### config.mk
export PLATFORM = sky130hd
export DESIGN_NAME = mps_multicycle_core
export DESIGN_NICKNAME = d
export VERILOG_FILES = /design/src/rtl/mps_multicycle_core.sv
export SDC_FILE = /design/constraint.sdc
export NUM_CORES = 1
export LEC_CHECK = 0
export ABC_CLOCK_PERIOD_IN_PS = 6800
export CORE_MARGIN = 2
export CORE_UTILIZATION = 35
export DETAILED_ROUTE_END_ITERATION = 12
export GPL_TIMING_DRIVEN = 1
export PLACE_DENSITY = 0.59
export SLEW_MARGIN = 10
export SYNTH_ARGS = -nofsm -noshare
export SYNTH_HDL_FRONTEND = slang
export SYNTH_SLANG_ARGS = --single-unit
### constraint.sdc
create_clock -name clock -period 6.8 [get_ports clock]
set_clock_uncertainty 0.15 [all_clocks]
set_input_delay 1.36 -clock clock [delete_from_list [all_inputs] [get_ports clock]]
set_output_delay 1.36 -clock clock [all_outputs]
set_load 0.005 [all_outputs]
### src/rtl/mps_multicycle_core.sv
// mps_multicycle_core: multi-cycle MPS core, req/ack instruction and data buses; define MPS_BRANCH_EN to build BEQZ
module mps_multicycle_core #(
  parameter int DATA_WIDTH = 16,
  parameter int IADDR_WIDTH = 8,
  parameter int DADDR_WIDTH = 8,
  parameter int REG_COUNT = 16
) (
  input  logic                   clock,
  input  logic                   nreset,
  output logic                   imem_req,
  output logic [IADDR_WIDTH-1:0] imem_addr,
  input  logic                   imem_ack,
  input  logic [15:0]            imem_value,
  output logic                   dmem_req,
  output logic                   dmem_we,
  output logic [DADDR_WIDTH-1:0] dmem_addr,
  output logic [DATA_WIDTH-1:0]  dmem_wvalue,
  input  logic                   dmem_ack,
  input  logic [DATA_WIDTH-1:0]  dmem_rvalue,
  output logic                   retired,
  output logic                   halted
);
  localparam int SW = $clog2(DATA_WIDTH);
  typedef enum logic [2:0] {S_BOOT, S_FETCH, S_EXEC, S_MEM, S_HALT} state_t;
  state_t state;
  logic [IADDR_WIDTH-1:0] pc, pc_inc, pc_next;
  logic [15:0] ir;
  logic [DATA_WIDTH-1:0] regs [16];
  logic [3:0] op;
  logic [DATA_WIDTH-1:0] va, vb, imm, exec_val, wb_val;
  logic [SW-1:0] sh;
  logic is_mem, wb_en;
  // r0 and unimplemented indices always read as zero
  function automatic logic [DATA_WIDTH-1:0] rd_reg(input logic [3:0] i);
    return (i == 4'd0 || int'(i) >= REG_COUNT) ? '0 : regs[i];
  endfunction
  assign op = ir[15:12];
  assign va = rd_reg(ir[7:4]);
  assign vb = rd_reg(ir[3:0]);
  assign sh = vb[SW-1:0];
  assign imm = DATA_WIDTH'(signed'(ir[7:0]));
  assign pc_inc = pc + 1'b1;
`ifdef MPS_BRANCH_EN
  logic [DATA_WIDTH-1:0] vd;
  assign vd = rd_reg(ir[11:8]);
  assign pc_next = (op == 4'hB && vd == '0) ? pc_inc + IADDR_WIDTH'(signed'(ir[7:0])) : pc_inc;
`else
  assign pc_next = pc_inc;
`endif
  assign is_mem = op == 4'h9 || op == 4'hA;
  assign wb_en = (state == S_EXEC && op >= 4'h1 && op <= 4'h8) || (state == S_MEM && dmem_ack && op == 4'h9);
  assign wb_val = state == S_MEM ? dmem_rvalue : exec_val;
  assign imem_req = state == S_FETCH;
  assign imem_addr = pc;
  assign dmem_req = state == S_MEM;
  assign dmem_we = dmem_req && op == 4'hA;
  assign dmem_addr = DADDR_WIDTH'(va);
  assign dmem_wvalue = vb;
  assign retired = (state == S_EXEC && !is_mem) || (state == S_MEM && dmem_ack);
  assign halted = state == S_HALT;
  // ALU result for register-writing EXEC opcodes; carries and overflow discarded
  always_comb begin
    exec_val = '0;
    case (op)
      4'h1: exec_val = va + vb;
      4'h2: exec_val = va - vb;
      4'h3: exec_val = va & vb;
      4'h4: exec_val = va | vb;
      4'h5: exec_val = va ^ vb;
      4'h6: exec_val = va << sh;
      4'h7: exec_val = va >> sh;
      4'h8: exec_val = imm;
      default: exec_val = '0;
    endcase
  end
  // sequencer: BOOT -> FETCH -> EXEC -> (MEM ->) FETCH, HALT terminal
  always_ff @(posedge clock or negedge nreset)
    if (!nreset) begin
      state <= S_BOOT;
      pc <= '0;
      ir <= '0;
    end else begin
      case (state)
        S_BOOT: state <= S_FETCH;
        S_FETCH: if (imem_ack) begin
          ir <= imem_value;
          state <= S_EXEC;
        end
        S_EXEC: if (is_mem) state <= S_MEM;
          else if (op == 4'hC) state <= S_HALT;
          else begin
            pc <= pc_next;
            state <= S_FETCH;
          end
        S_MEM: if (dmem_ack) begin
          pc <= pc_inc;
          state <= S_FETCH;
        end
        default: state <= S_HALT;
      endcase
    end
  // register file write port; r0 and indices beyond REG_COUNT drop writes
  always_ff @(posedge clock or negedge nreset)
    if (!nreset) for (int i = 0; i < 16; i++) regs[i] <= '0;
    else if (wb_en && ir[11:8] != 4'd0 && int'(ir[11:8]) < REG_COUNT) regs[ir[11:8]] <= wb_val;
endmodule

==> results of run 1 <==
## worst paths after layout
kind                            slack (ns)      start         to
min in group asynchronous             0.67     nreset   regs[87]
worst max register to register        0.60      ir[0]   regs[62]
worst min-delay path                  0.23  regs[249]  regs[249]
max in group asynchronous             4.26     nreset  regs[179]
worst min register to register        0.23  regs[249]  regs[249]
worst max-delay path                  0.60      ir[0]   regs[62]
## sequential cells by signal, summed over array words and instances, names as in the netlist
signal,cells
regs,254
imem_addr,8
ir,16
state,3
## synth_stat cells (39+ instances only)
library cell    n
a31oi_1        41
o21ai_0       157
ha_1           49
a21oi_1        79
mux2i_1        39
buf_2          42
mux4_2         99
inv_1          40
nand3_1        67
dfrtp_1       281
o21ai_1        63
o31ai_1        51
nand2_1       305
nor2_1        121
clkbuf_1       85
## through the flow
step                      hold slack (ns)  total power, W  utilization [%]  setup slack, ns  instance area (µm²)
after global routing               0.2447         0.01286            40.13           0.2112                21220
after CTS                          0.2292         0.01201            40.09           0.6430                21190
after global placement             0.2106         0.01009            38.04           0.7653                20110
after detailed placement           0.2132         0.01019            38.04           0.7135                20110
after floorplan                    0.2746        0.007724                -            1.785                18800
final                              0.2261         0.01220            40.13           0.5996                21220
## area by class of cell
cell class                      instances  share of cell area (%)
Clock inverter                         11                  0.7490
Clock buffer                           46                   4.346
Timing Repair Buffer                  155                   6.416
Sequential cell                       281                   33.19
Tap cell                              688                   4.057
Inverter                               47                  0.8433
Multi-Input combinational cell       1450                   50.40
## kinds of logic after synthesis
family | Yosys count | share of synthesized area (%)
AOI/OAI and AO/OA | 575 | 20.61
muxes | 170 | 16.33
buffers and inverters | 219 | 5.871
xor gates and xnor gates | 32 | 1.531
DFF | 281 | 37.41
and+or+nand+nor | 623 | 14.88
adders and majority gates | 50 | 3.368
## layer usage
metal | vias up | routed length [µm] | track usage, %
li1 | 7241 | - | -
met1 | 8135 | 29520 | 34.24
met2 | 832 | 31810 | 38.98
met3 | 164 | 5442 | 3.717
met4 | 0 | 2997 | 10.23
met5 | - | 0 | 0
## worst max-delay path: cells and delay by family, from the launching register on
kind	cells	cell delay, ns
DFF	1	0.65
adders and majority gates	1	0.34
buffers and inverters	3	0.61
xor gates and xnor gates	1	0.16
and+or+nand+nor	4	1.64
AOI/OAI and AO/OA	10	2.40
## power by group through the flow
stage                     Combinational [W]  Clock, W  Sequential [W]
after detailed placement            0.00738         0         0.00280
after global placement              0.00733         0         0.00276
after floorplan                     0.00528         0         0.00245
after CTS                           0.00741   0.00181         0.00278
final                               0.00762   0.00179         0.00279
after global routing                0.00811   0.00188         0.00286
==> flow_summary.ini, run 1 <==
[setup_path]
path_class = reg -> reg
cp-end-kind = flip-flop
worst_path_max_delay_cell = dfrtp_4
cp_max_fo = 44
critical_path_arrival_ns = 6.48
reg2reg_depth = 19
worst_setup_path_start_kind = flip-flop
crit_chain = buf_12, nor3_1, or2_1, o31a_4, inv_2, nor3_2, a21oi_1, xnor2_1, ha_1, o21a_1, o31a_1, o21ai_0, a211oi_1, nor3_1, o41ai_1, o22ai_1, o31ai_2, buf_4, a31oi_1
worstPathRequired_ns = 7.07
cp_common_cell = nor3_1
max_stage_delay_ns = 0.65

[layout]
areaGrowthSynthToFinish_pct = 12.87
antennaDiodeCount = 0
drive_above_1_share_pct = 17.34
nFillCells = 5136
multi_input_area_um2 = 10690
regArea_um2 = 7042
fin_cells = 2678
fin_nets = 2052
final_cell_mix = nand2_1, dfrtp_1, o21ai_0
layout_commonest_cell = nand2_1

[synth]
syn_area_um2 = 18800
yosys.area.top_type = dfrtp_1
synthCells = 1950
yosysWarnings = 0
synth-edff-count = 0
syn_nets = 2036
synth_cell_types = 90
avgSynthCellArea_um2 = 9.640
synthTopCellsByArea = dfrtp_1, mux4_2, nand2_1
async_flop_share_pct = 100.0
yosys_most_used_dff = dfrtp_1
seq_area_frac_synth_pct = 37.41
synth.top_cell.area_share_pct = 37.41
ys_ff_latch = 281

[pwr]
power_switching_w = 0.006185
pwr-share-comb_pct = 62.5
p_int_w = 0.006017
pwr-share-seq_pct = 22.9
p_leak_nw = 8.697
ir_drop_mv = 0.3342
p_per_area_nw_per_um2 = 575.1
clkPwrFrac_pct = 14.6
swShare_pct = 50.69

[global_route]
grt_usage_pct = 24.79
antenna_found_initial = 0
grt_pass1_vias = 15918
grt_overflow = 0
grt_max_degree = 110
grt_pass1_wl_um = 104500

[timing]
setup_tns_ns = 0
hold_violations = 0
maxSlewViolCount = 0
rsz0062_at_grt = no
slew_headroom_pct = 18.81
tightest_slew_ns = 1.213
min_period_ns = 6.200
finalSetupViolations = 0
fmax_mhz = 161.3
period_share_pct = 91.18

[job]
drv_cap = 0

[route]
wl_per_cell_um = 26.05
route.vias.total = 16372
dr.pass1.iters = 7
ant_nets = 0
remaining_drc_errors = 0
vias_per_cell = 6.114
routed_wl_um = 69770
first_iter_violations = 1908

[min_path]
hp-class = reg -> reg
holdPathStages = 0

[floorplanning]
rows = 84
die_width_um = 235.8
die_y_um = 235.8
core-area_um2 = 52870
io_pins = 73
start_util_pct = 35.56
die_area_um2 = 55580

[placement]
dp_hpwl_um = 48170
port_buffers = 72
place.gp.congestion = 0.9614
dp.cells = 2619

[clock_tree]
cts_tree = yes
htreeDepth = 1
cts_resized = 0
post_cts.repair.setup_buffers = 0
cts.root.buffer_cell = clkbuf_16
clock_sinks = 281
worstSkewPairLatency_ns = 0.60
ctsHoldBuffers = 0
clock_path_buffers = 3
cts_buffers = 31
path_clk_slew_ns = 0.06

[outcome]
status = complete, no violations
Power figures use the tool's default switching activity.
==> run 2, diff against run 1 <==
- CELL_PAD_IN_SITES_DETAIL_PLACEMENT: unset -> 1
- CELL_PAD_IN_SITES_GLOBAL_PLACEMENT: unset -> 1
- CTS_BUF_LIST: unset -> sky130_fd_sc_hd__clkbuf_16
- PLACE_DENSITY: 0.59 -> 0.69
==> run 2 against run 1 <==
Compared with the run above: count of clock-buffer cells in the layout decreased by 9; critical path depth fell by 1; hold slack improved by 0.0040 ns; combinational power up 2%; clock power up 3%; die area did not move; flip-flop and latch count unchanged; power is 2.3% higher; sequential power increased by 2%; largest power group unchanged; highest routed layer is now met5.
==> flow_summary.ini, run 2 (synthesis results as in run 1) <==
[outcome]
status = complete, no violations

[layout]
final_area_um2 = 21310
final_core_util_pct = 40.31
regMostFlops = regs
fin_nets = 2063
largest_reg_flops = 254
areaGrowthSynthToFinish_pct = 13.37
drive_above_1_share_pct = 17.44
antennaDiodeCount = 0
layout_commonest_cell = nand2_1
fin_cells = 2689
final_cell_mix = nand2_1, dfrtp_1, o21ai_0

[setup_path]
crit_cells = 18
worst_setup_path_start_kind = flip-flop
cp-end-kind = flip-flop
max_stage_delay_ns = 0.83
worst_path_max_delay_cell = dfrtp_4
crit_chain = mux4_1, a22oi_2, o31a_4, inv_2, nor3_2, a21oi_1, xnor2_1, ha_1, o21a_1, o31a_1, o21ai_0, a211oi_1, nor3_1, o41ai_1, o22ai_1, o31ai_2, buf_4, a31oi_1
worstPathRequired_ns = 7.03
crit_family = compound AO/OA/AOI/OAI gates
reg2reg_depth = 18
critical_path_arrival_ns = 6.34
cp_max_fo = 33
rr_startpoint = ir[0]
path_class = reg -> reg
crit_start = ir[0]
critPathBufInv = 2

[route]
remaining_drc_errors = 0
first_iter_violations = 1555
ant_nets = 0
routed_wl_um = 75250
route.vias.total = 16800
dr.pass1.iters = 5
vias_per_cell = 6.248
wl_per_cell_um = 27.98

[timing]
hold_violations = 0
maxSlewViolCount = 0
setup_tns_ns = 0
min_period_ns = 6.115
slew_headroom_pct = 18.39
tightest_slew_ns = 1.220
finalSetupViolations = 0
fmax_mhz = 163.5
rsz0062_at_grt = no
period_share_pct = 89.92

[clock_tree]
cts_resized = 0
worstSkewPairLatency_ns = 0.55
clock_sinks = 281
path_clk_slew_ns = 0.06
cts_buffers = 34
cts_tree = yes
post_cts.repair.setup_buffers = 0
htreeDepth = 2
clock_path_buffers = 3
ctsHoldBuffers = 0
cts.root.buffer_cell = clkbuf_16

[placement]
dp_hpwl_um = 53000
place_area_um2 = 20190
place.gp.congestion = 1.019
dp.cells = 2628
port_buffers = 72

[pwr]
p_int_w = 0.006110
ir_drop_mv = 0.2615
power_w = 0.01248
p_leak_nw = 8.765
clkPwrFrac_pct = 14.8
swShare_pct = 51.04
power_switching_w = 0.006370
p_per_area_nw_per_um2 = 585.6
pwr-share-seq_pct = 22.9
pwr-share-comb_pct = 62.4

[global_route]
grt_overflow = 0
grt_pass1_vias = 17616
grt_usage_pct = 26.99
use_met2_pct = 42.98
use_met3_pct = 5.242
grt_max_degree = 132
grt_pass1_wl_um = 113600
grt.busiest_layer = met2
antenna_found_initial = 1
met1_usage_pct = 35.38

[floorplanning]
start_util_pct = 35.56
rows = 84
die_width_um = 235.8
core-area_um2 = 52870
die_y_um = 235.8
die_area_um2 = 55580
io_pins = 73

[job]
drv_cap = 0

[min_path]
hp-start = regs[252]
holdPathStages = 0
hp-class = reg -> reg
==> run 2: cell types whose count changed in the layout (fill, tap and decap cells not counted), sizes merged <==
cell      delta
clkbuf       -9
inv          +4
clkinvlp     +1
buf          +8
clkinv       +7
==> run 2: per-stage QoR <==
step | worst slack, ns | hold WS [ns]
floorplan | 1.785 | 0.2746
global placement | 0.9718 | 0.2104
detailed placement | 0.8108 | 0.2135
CTS | 0.7808 | 0.2275
global route | 0.3968 | 0.2323
finish | 0.6852 | 0.2301
==> run 2: power groups by stage <==
stage | Sequential, W | Clock [W] | Combinational (W)
CTS | 0.00285 | 0.00187 | 0.00763
global placement | 0.00283 | 0 | 0.00744
finish | 0.00285 | 0.00184 | 0.00778
floorplan | 0.00245 | 0 | 0.00528
global route | 0.00293 | 0.00193 | 0.00833
detailed placement | 0.00288 | 0 | 0.00759
==> run 2: area by class of cell <==
type	count	area (µm²)
multi-input combinational	1450	10700
clock inverter	23	183.9
clock buffer	37	925.9
fill	5923	31550
sequential	281	7042
timing repair buffer	163	1421
tap	688	860.8
inverter	47	178.9
==> run 2: metal layers <==
metal | share of wire, % | routed length [µm] | up-vias
met5 | 0.0093 | 7 | -
met4 | 5.0 | 3740 | 2
met3 | 7.0 | 5294 | 195
met2 | 46 | 34650 | 671
met1 | 42 | 31560 | 8669
li1 | - | - | 7263
==> run 2: final timing paths <==
path	to	slack, ns
min reg2reg	regs[252]	0.23
max in group asynchronous	ir[0]	4.41
max reg2reg	regs[206]	0.69
min	regs[252]	0.23
min in group asynchronous	regs[36]	0.65
max	regs[206]	0.69
==> run 2: worst register-to-register path, delay by kind of cell (launching register included) <==
kind | cells | cell delay (ns)
adder cells (fa/ha/maj) | 1 | 0.35
buffers and inverters | 2 | 0.36
multiplexers | 1 | 0.70
flip-flops | 1 | 0.83
AND/OR/NAND/NOR | 2 | 0.45
XOR/XNOR | 1 | 0.15
AO/OA/AOI/OAI | 11 | 2.97
==> run 3, diff against run 2 <==
- SKIP_LAST_GASP: unset -> 1
==> results of run 3 <==
Same layout as run 2: the final DEF is identical, and so are final timing and power.
